**config.mk**
```make
export PLATFORM = sky130hd
export DESIGN_NAME = seqstream
export DESIGN_NICKNAME = d
export VERILOG_FILES = /design/src/rtl/seqstream_pkg.sv /design/src/rtl/seqcmd_fifo.sv /design/src/rtl/seqstream.sv
export SDC_FILE = /design/constraint.sdc
export NUM_CORES = 1
export LEC_CHECK = 0
export ABC_CLOCK_PERIOD_IN_PS = 4750
export BUFFER_PORTS_ARGS = -buffer_cell sky130_fd_sc_hd__buf_2
export CORE_AREA = 4 4 107 109
export DETAILED_ROUTE_END_ITERATION = 10
export DIE_AREA = 0 0 111 113
export SETUP_SLACK_MARGIN = 0.5
export SKIP_LAST_GASP = 1
export SYNTH_ARGS = -nofsm -noshare
export SYNTH_HDL_FRONTEND = slang
export SYNTH_SLANG_ARGS = --single-unit
```
**constraint.sdc**
```tcl
create_clock -name Clk -period 4.75 [get_ports Clk]
set_clock_uncertainty 0.05 [all_clocks]
set_input_delay 0.475 -clock Clk [delete_from_list [all_inputs] [get_ports Clk]]
set_output_delay 0.475 -clock Clk [all_outputs]
set_load 0.01 [all_outputs]
```
**src/rtl/seqstream_pkg.sv**
```systemverilog
// Shared types and default widths for the seqstream sequence generator.
// The command record and the two-state controller enum live here.
package seqstream_pkg;

    localparam int WWIDTH_DEF  = 8;
    localparam int CWIDTH_DEF  = 4;
    localparam int QDEPTH_DEF  = 2;
    localparam int QIWIDTH_DEF = 1;

    typedef enum logic {
        ST_IDLE = 1'b0,
        ST_RUN  = 1'b1
    } state_t;

    // One queued command at the default widths; a count of 0 encodes 2^CWIDTH.
    typedef struct packed {
        logic [WWIDTH_DEF-1:0] start;
        logic [WWIDTH_DEF-1:0] stride;
        logic [CWIDTH_DEF-1:0] count;
    } cmd_t;

endpackage

```
**src/rtl/seqcmd_fifo.sv**
```systemverilog
// Synchronous command FIFO with full/empty flags; pointers carry one wrap bit.
// Pushes while full and pops while empty are ignored.
module seqcmd_fifo #(
    parameter int WIDTH  = 20,
    parameter int DEPTH  = 2,
    parameter int IWIDTH = 1
) (
    input  logic             clk_i,
    input  logic             rst_i,
    input  logic             push_i,
    input  logic [WIDTH-1:0] data_i,
    input  logic             pop_i,
    output logic [WIDTH-1:0] data_o,
    output logic             full_o,
    output logic             empty_o
);

    localparam logic [IWIDTH:0] PTR_ONE = 1;

    logic [WIDTH-1:0] mem_q [DEPTH];
    logic [IWIDTH:0]  wr_ptr_q;
    logic [IWIDTH:0]  rd_ptr_q;
    logic             do_push;
    logic             do_pop;

    assign empty_o = (wr_ptr_q == rd_ptr_q);
    assign full_o  = (wr_ptr_q[IWIDTH] != rd_ptr_q[IWIDTH]) &&
                     (wr_ptr_q[IWIDTH-1:0] == rd_ptr_q[IWIDTH-1:0]);
    assign do_push = push_i && !full_o;
    assign do_pop  = pop_i && !empty_o;
    assign data_o  = mem_q[rd_ptr_q[IWIDTH-1:0]];

    always_ff @(posedge clk_i) begin
        if (rst_i) begin
            wr_ptr_q <= '0;
            rd_ptr_q <= '0;
        end else begin
            if (do_push) wr_ptr_q <= wr_ptr_q + PTR_ONE;
            if (do_pop)  rd_ptr_q <= rd_ptr_q + PTR_ONE;
        end
    end

    // Storage needs no reset: an entry is only read after it has been written.
    always_ff @(posedge clk_i) begin
        if (!rst_i && do_push) mem_q[wr_ptr_q[IWIDTH-1:0]] <= data_i;
    end

endmodule

```
**src/rtl/seqstream.sv**
```systemverilog
// Arithmetic sequence streamer: queued (start, stride, count) commands become
// element streams. Define SEQSTREAM_SATURATE_EN for unsigned clamping instead of wrap.
module seqstream
    import seqstream_pkg::*;
#(
    parameter int WWIDTH  = WWIDTH_DEF,
    parameter int CWIDTH  = CWIDTH_DEF,
    parameter int QDEPTH  = QDEPTH_DEF,
    parameter int QIWIDTH = QIWIDTH_DEF
) (
    input  logic              Clk,
    input  logic              Reset,
    input  logic              LoadValid,
    output logic              LoadReady,
    input  logic [WWIDTH-1:0] Start,
    input  logic [WWIDTH-1:0] Stride,
    input  logic [CWIDTH-1:0] Count,
    output logic [WWIDTH-1:0] DataOut,
    output logic              OutValid,
    input  logic              OutReady,
    output logic              OutLast,
    output logic              IsFull,
    output logic              IsEmpty,
    output logic              DbgState
);

    // Handshakes: a transfer happens on a rising edge where valid and ready are
    // both high; valid never waits on ready, and the offered data holds until taken.

    localparam int CMDW = 2 * WWIDTH + CWIDTH;
    localparam logic [CWIDTH:0] REMAIN_ONE = 1;
    localparam logic [CWIDTH:0] FULL_COUNT = {1'b1, {CWIDTH{1'b0}}};

    typedef struct packed {
        logic [WWIDTH-1:0] start;
        logic [WWIDTH-1:0] stride;
        logic [CWIDTH-1:0] count;
    } cmd_w_t;

    cmd_w_t            load_cmd;
    cmd_w_t            head_cmd;
    logic              fifo_full;
    logic              fifo_empty;
    logic              fifo_pop;
    logic              is_last;

    state_t            state_q, state_d;
    logic [WWIDTH-1:0] data_q, data_d;
    logic [WWIDTH-1:0] stride_q, stride_d;
    logic [CWIDTH:0]   remain_q, remain_d;

    function automatic logic [WWIDTH-1:0] next_elem(input logic [WWIDTH-1:0] cur,
                                                    input logic [WWIDTH-1:0] step);
`ifdef SEQSTREAM_SATURATE_EN
        logic [WWIDTH+1:0] sum;
        // Two guard bits: top bit flags underflow below 0, next flags overflow.
        sum = {2'b00, cur} + {{2{step[WWIDTH-1]}}, step};
        if (sum[WWIDTH+1])   return '0;
        else if (sum[WWIDTH]) return '1;
        else                 return sum[WWIDTH-1:0];
`else
        return cur + step;
`endif
    endfunction

    assign load_cmd = {Start, Stride, Count};

    seqcmd_fifo #(
        .WIDTH  (CMDW),
        .DEPTH  (QDEPTH),
        .IWIDTH (QIWIDTH)
    ) u_fifo (
        .clk_i   (Clk),
        .rst_i   (Reset),
        .push_i  (LoadValid),
        .data_i  (load_cmd),
        .pop_i   (fifo_pop),
        .data_o  (head_cmd),
        .full_o  (fifo_full),
        .empty_o (fifo_empty)
    );

    assign is_last = (remain_q == REMAIN_ONE);

    always_comb begin
        state_d  = state_q;
        data_d   = data_q;
        stride_d = stride_q;
        remain_d = remain_q;
        fifo_pop = 1'b0;
        case (state_q)
            ST_IDLE: begin
                if (!fifo_empty) begin
                    fifo_pop = 1'b1;
                    state_d  = ST_RUN;
                    data_d   = head_cmd.start;
                    stride_d = head_cmd.stride;
                    remain_d = (head_cmd.count == '0) ? FULL_COUNT : {1'b0, head_cmd.count};
                end
            end
            ST_RUN: begin
                if (OutReady) begin
                    if (!is_last) begin
                        data_d   = next_elem(data_q, stride_q);
                        remain_d = remain_q - REMAIN_ONE;
                    end else if (!fifo_empty) begin
                        // Chain straight into the next command with no idle bubble.
                        fifo_pop = 1'b1;
                        data_d   = head_cmd.start;
                        stride_d = head_cmd.stride;
                        remain_d = (head_cmd.count == '0) ? FULL_COUNT : {1'b0, head_cmd.count};
                    end else begin
                        state_d  = ST_IDLE;
                        remain_d = '0;
                    end
                end
            end
            default: state_d = ST_IDLE;
        endcase
    end

    always_ff @(posedge Clk) begin
        if (Reset) begin
            state_q  <= ST_IDLE;
            data_q   <= '0;
            stride_q <= '0;
            remain_q <= '0;
        end else begin
            state_q  <= state_d;
            data_q   <= data_d;
            stride_q <= stride_d;
            remain_q <= remain_d;
        end
    end

    assign OutValid  = (state_q == ST_RUN);
    assign OutLast   = OutValid && is_last;
    assign DataOut   = data_q;
    assign IsFull    = fifo_full;
    assign LoadReady = !fifo_full;
    assign IsEmpty   = fifo_empty && !OutValid;
    assign DbgState  = (state_q == ST_RUN);

endmodule

```
== Yosys cells after proc, flatten, opt, wreduce, memory -nomap -nowiden ==
Memories as Yosys holds them, arrays and structs flattened. A register that Yosys moved wholly into a read port is not among the register bits.
Cells that the tools add are included.
Widths: inputs -> output; s select.

* Flip-flop bits (word level): 26
* Latch bits: 0
* RAM bits: 40
* ROM bits: 0
* Input port bits: 24
* Output and inout bits: 14
* Memories: 1

{| class="wikitable"
|+ Memory list
! name !! words !! width !! read ports !! clocked after memory_dff !! write ports !! line !! RTL
|-
| u_fifo.mem_q || 2 || 20 || 1 || 1 || 1 || seqcmd_fifo.sv:20 || <nowiki>logic [WIDTH-1:0] mem_q [DEPTH];</nowiki>
|}

* Add/subtract/negate cells: 4
* Multipliers: 0
* Divide/modulo/power cells: 0
* Magnitude comparators: 0
* Equal/unequal tests: 7
* Shifts and indexed selects: 0
* Multiplexer cells: 25
* Bitwise operators: 1
* Reductions and logical operators: 13

{| class="wikitable"
|+ Operators by type and width
! kind !! number
|-
| $mux 8 || 6
|-
| $pmux 8 s2 || 2
|-
| $mux 5 || 5
|-
| $pmux 5 s2 || 1
|-
| $mux 1 || 9
|-
| $add 8x8->8 || 1
|-
| $logic_and 1x1->1 || 6
|-
| $ne 2x2->1 const B || 3
|-
| $eq 5x1->1 const B || 1
|-
| $sub 5x1->5 const B || 1
|-
| $add 2x1->2 const B || 2
|-
| $logic_not 1->1 || 4
|-
| $logic_not 4->1 || 1
|-
| $pmux 1 s2 || 2
|-
| $reduce_and 2->1 || 2
|-
| $eq 2x2->1 || 1
|-
| $eq 1x1->1 || 1
|-
| $ne 1x1->1 || 1
|-
| $not 1->1 || 1
|}

== Logic depth before layout (Yosys ltp) ==
* Depth in word-level cells: 8
* Mapped depth: 9

== Modules after synthesis ==
Synthesis repeated with hierarchy kept, for this count alone.

* Cells, all modules: 269
* Area total of the unflattened synthesis: 3075.4 um^2

{| class="wikitable"
|+ By module, submodules not included
! module !! times used !! cells an instance !! area an instance (um^2)
|-
| seqcmd_fifo || 1 || 96 || 1725.4
|-
| seqstream || 1 || 173 || 1350.0
|}

== Worst setup path before layout ==
OpenSTA, ideal clock, no wires.

* Path type: reg2reg
* Start: reg u_fifo.rd_ptr_q[1]
* End: mem u_fifo.mem_q[1][0], enable pin
* Setup time: 0.427 ns
* Arrival: 2.593 ns
* Data required time: 4.273 ns
* Setup slack: 1.680 ns
* Cell stages (with the launch flop): 5
* Path buffers: 0
* Clock period less this slack: 3.070 ns
* Path through: dfxtp_1 -> xnor2_1 -> nand2b_1 -> nand2_1 -> nor3b_1

* Longest elaborated chain between the ends: 7

{| class="wikitable"
|+ Ends and longest elaborated chain
! what !! line !! RTL
|-
| start, declared || seqcmd_fifo.sv:22 || <nowiki>logic [IWIDTH:0] rd_ptr_q;</nowiki>
|-
| start signal, assigned || seqcmd_fifo.sv:39 || <nowiki>if (do_pop) rd_ptr_q <= rd_ptr_q + PTR_ONE;</nowiki>
|-
| $ne 1x1->1 || seqcmd_fifo.sv:27 || <nowiki>assign full_o = (wr_ptr_q[IWIDTH] != rd_ptr_q[IWIDTH]) &&</nowiki>
|-
| $logic_and 1x1->1 || seqcmd_fifo.sv:27 ||
|-
| $logic_not 1->1 || -- ||
|-
| named net LoadReady || seqstream.sv:14 || <nowiki>output logic LoadReady,</nowiki>
|-
| $logic_and 1x1->1 || seqcmd_fifo.sv:29 || <nowiki>assign do_push = push_i && !full_o;</nowiki>
|-
| $logic_and 1x1->1 || seqcmd_fifo.sv:45 || <nowiki>if (!rst_i && do_push) mem_q[wr_ptr_q[IWIDTH-1:0]] <= data_i;</nowiki>
|-
| $mux 1 || seqcmd_fifo.sv:45 ||
|-
| $mux 1 (implied by the code) || seqcmd_fifo.sv:45 ||
|-
| end, declared || seqcmd_fifo.sv:20 ||
|}

The timed path passes the listed nets, and every way through them passes these cells.

== Final worst setup path ==
* Start: reg remain_q[1]
* End: reg u_fifo.rd_ptr_q[1]

* Longest elaborated chain between the ends: 5

{| class="wikitable"
|+ Ends and longest elaborated chain
! what !! line !! RTL
|-
| start, declared || seqstream.sv:50 || <nowiki>logic [CWIDTH:0] remain_q, remain_d;</nowiki>
|-
| start signal, assigned || seqstream.sv:132 || <nowiki>remain_q <= remain_d;</nowiki>
|-
| $eq 5x1->1 || seqstream.sv:83 || <nowiki>assign is_last = (remain_q == REMAIN_ONE);</nowiki>
|-
| $mux 1 || seqstream.sv:103 || <nowiki>if (!is_last) begin</nowiki>
|-
| $mux 1 || seqstream.sv:102 || <nowiki>if (OutReady) begin</nowiki>
|-
| $pmux 1 s2 || seqstream.sv:91 || <nowiki>case (state_q)</nowiki>
|-
| $logic_and 1x1->1 || seqcmd_fifo.sv:30 || <nowiki>assign do_pop = pop_i && !empty_o;</nowiki>
|}

Every way passes these cells.
A chain may end at the register's enable or synchronous reset.

==> impl_metrics.tcl <==
set metrics [dict create \
    setup_viol 0 \
    hold_viol_final 0 \
    status "finished, final reports clean" \
    fin_cells 450 \
    place_hpwl_mm 4.65 \
    max_slew_margin_pct 28.8 \
    yosysUniqueCellTypes 52 \
    clockRootBuffer "clkbuf_8" \
    syn_to_final_growth_pct 14.0 \
    grt-ovfl-total 0 \
    postSynthAreaPerCell_um2 11.8 \
    place.gp.congestion 0.815 \
    cts_resized 0 \
    syn_area_mm2 0.00320 \
    grt_antenna_before_repair 0 \
    finalCritPeriodShare_pct 55.2 \
    io_buffers 37 \
    postSynthCellCount 270 \
    leakagePower_nw 1.33 \
    final_nets 339 \
    core_area_mm2 0.0106 \
    drt_drc_violations_left 0 \
    syn_nets 304 \
    drt_iter0_markers 132 \
    final_cell_mix "edfxtp_1 (40), buf_2 (37), dfxtp_1 (27), nor2_1 (27), mux2i_1 (20)" \
    cts_num_sinks 67 \
    cts_setup_buffers 0 \
    mostFrequentLayoutCell "edfxtp_1" \
    die_area_mm2 0.0125 \
    synth_edf_count 40 \
    clk_pin_slew_ps 70 \
    dp_cells 434 \
    grt_pass1_vias 2193 \
    start_kind "register" \
    p_per_area_mw_per_mm2 587 \
    numCtsBuffers 9 \
    cts_buffer_depth 2 \
    dr.pass1.iters 4 \
    finalPower_mw 2.14 \
    drive_above_1_share_pct 25.2 \
    drt-wirelength-per-cell_um 14.9 \
    ant_nets 0 \
    synth_area_leaders "edfxtp_1 (38%), dfxtp_1 (17%), mux2i_1 (6.3%), ha_1 (3.5%), nor2_1 (3.2%)" \
    synth_top_area_cell "edfxtp_1" \
    grt.total_usage_pct 11.2 \
    cap_violations 0 \
    max_freq_mhz 382 \
    die_h_um 113 \
    totalWireLength_mm 6.72 \
    cp_max_fo 21 \
    rows 38 \
    cp-end-kind "register" \
    grt_setup_unrepaired "no" \
    synth-seq-area-share_pct 54.5 \
    fill_cells 1067 \
    diodes 0 \
    multiInputGateArea_mm2 0.00133 \
    worstPathArrival_ps 2780 \
    synth_top_area_share_pct 37.6 \
    tns_ps 0 \
    synthArstFlopShare_pct 0 \
    vdd_drop_max_uv 233 \
    slew_violations 0 \
    vias_per_cell 4.89 \
    critical_path_required_ps 4910 \
    io_pins 38 \
    vias 2202 \
    synth-seq-cells 67 \
    h-tree-depth 3 \
    regArea_mm2 0.00174 \
    crit_type "register to register" \
    grt_first_pass_wirelength_mm 11.0 \
    cts_tree "yes" \
    grt_max_degree 31 \
    clkLatencyLatePin_ps 340 \
    yosys_warnings 0 \
    start_util_pct 30.2 \
    postCtsHoldBufs 0 \
    hold_class "input pin to register" \
    synth_ff_type "edfxtp_1" \
    worstMarginPinSlew_ps 1070 \
    fin_crit_ps 2620 \
    die_w_um 111 \
]
metrics by stage:
step / cell area [um2] / setup slack [ps] / hold slack [ps] / util, %
floorplan: 3200 / 1680 / 427 / -
global route: 3640 / 1880 / 238 / 34.4
CTS: 3640 / 2120 / 248 / 34.4
global placement: 3480 / 2190 / 456 / 32.8
finish: 3640 / 2130 / 262 / 34.4
detailed placement: 3480 / 2130 / 451 / 32.8
metal layers:
metal | global-route usage, % | vias up | wire (um)
li1 | - | 1078 | -
met1 | 14.5 | 1064 | 3150
met2 | 17.8 | 44 | 3190
met3 | 2.51 | 16 | 216
met4 | 5.58 | 0 | 162
met5 | 0 | - | 0
report_power, final:
part	switching, mW	total, mW	internal, mW
sequential	0.111	0.844	0.732
combinational	0.523	0.893	0.370
clock	0.216	0.403	0.187
state kept, by name, indices dropped and copies added, names as in the netlist, named ones only:
signal           flops
DbgState             1
stride_q             8
u_fifo.mem_q        40
u_fifo.wr_ptr_q      2
u_fifo.rd_ptr_q      2
DataOut              8
remain_q             5
area by class of cell:
type / instances / share of cell area, %
flip-flops and latches: 67 / 47.8
multi-input cells: 180 / 36.4
repair buffers: 40 / 5.70
well taps: 140 / 4.81
clock buffers: 9 / 3.40
clock inverters: 7 / 1.24
inverters: 7 / 0.721
synthesized netlist by cell type (all sizes together) (3+ instances only):
cell,instances
nor2b,3
clkbuf,8
dfxtp,27
nand3,5
mux2i,20
inv,7
nor2,29
o211ai,5
xor2,5
a31oi,7
a21oi,12
edfxtp,40
o32ai,3
xnor2,5
o21ai,9
a211oi,13
o22ai,3
ha,9
nand2b,6
nor3,7
nand2,13
buf,6
worst max-delay path, stage by stage, from the launching register on:
cell and delay (ps):
dfxtp_1 320, inv_1 110, ha_1 180, or4b_4 530, a221oi_4 900, nand2_1 160
xor2_1 170, nor2_1 50
logic make-up (layout without fill, tap and decap cells):
logic type               after synthesis  count (layout)  synth area share [%]
adder cells (fa/ha/maj)               10              10                  4.15
multiplexers                          22              22                  6.97
AND/OR/NAND/NOR                       73              73                  11.2
AO/OA/AOI/OAI                         65              65                  16.0
XOR/XNOR                              10              10                  2.74
flip-flops                            67              67                  54.5
buffers and inverters                 23              63                  4.38
path summary, 6_finish.rpt:
check	startpoint	to	slack [ps]	cells past startpoint
worst min register to register	remain_q[3]	remain_q[3]	470	2
worst max register to register	remain_q[1]	u_fifo.rd_ptr_q[1]	2130	7
worst max-delay path	remain_q[1]	u_fifo.rd_ptr_q[1]	2130	7
worst min-delay path	Count[0]	u_fifo.mem_q[1][0]	260	1
Power figures use the tool's default switching activity.
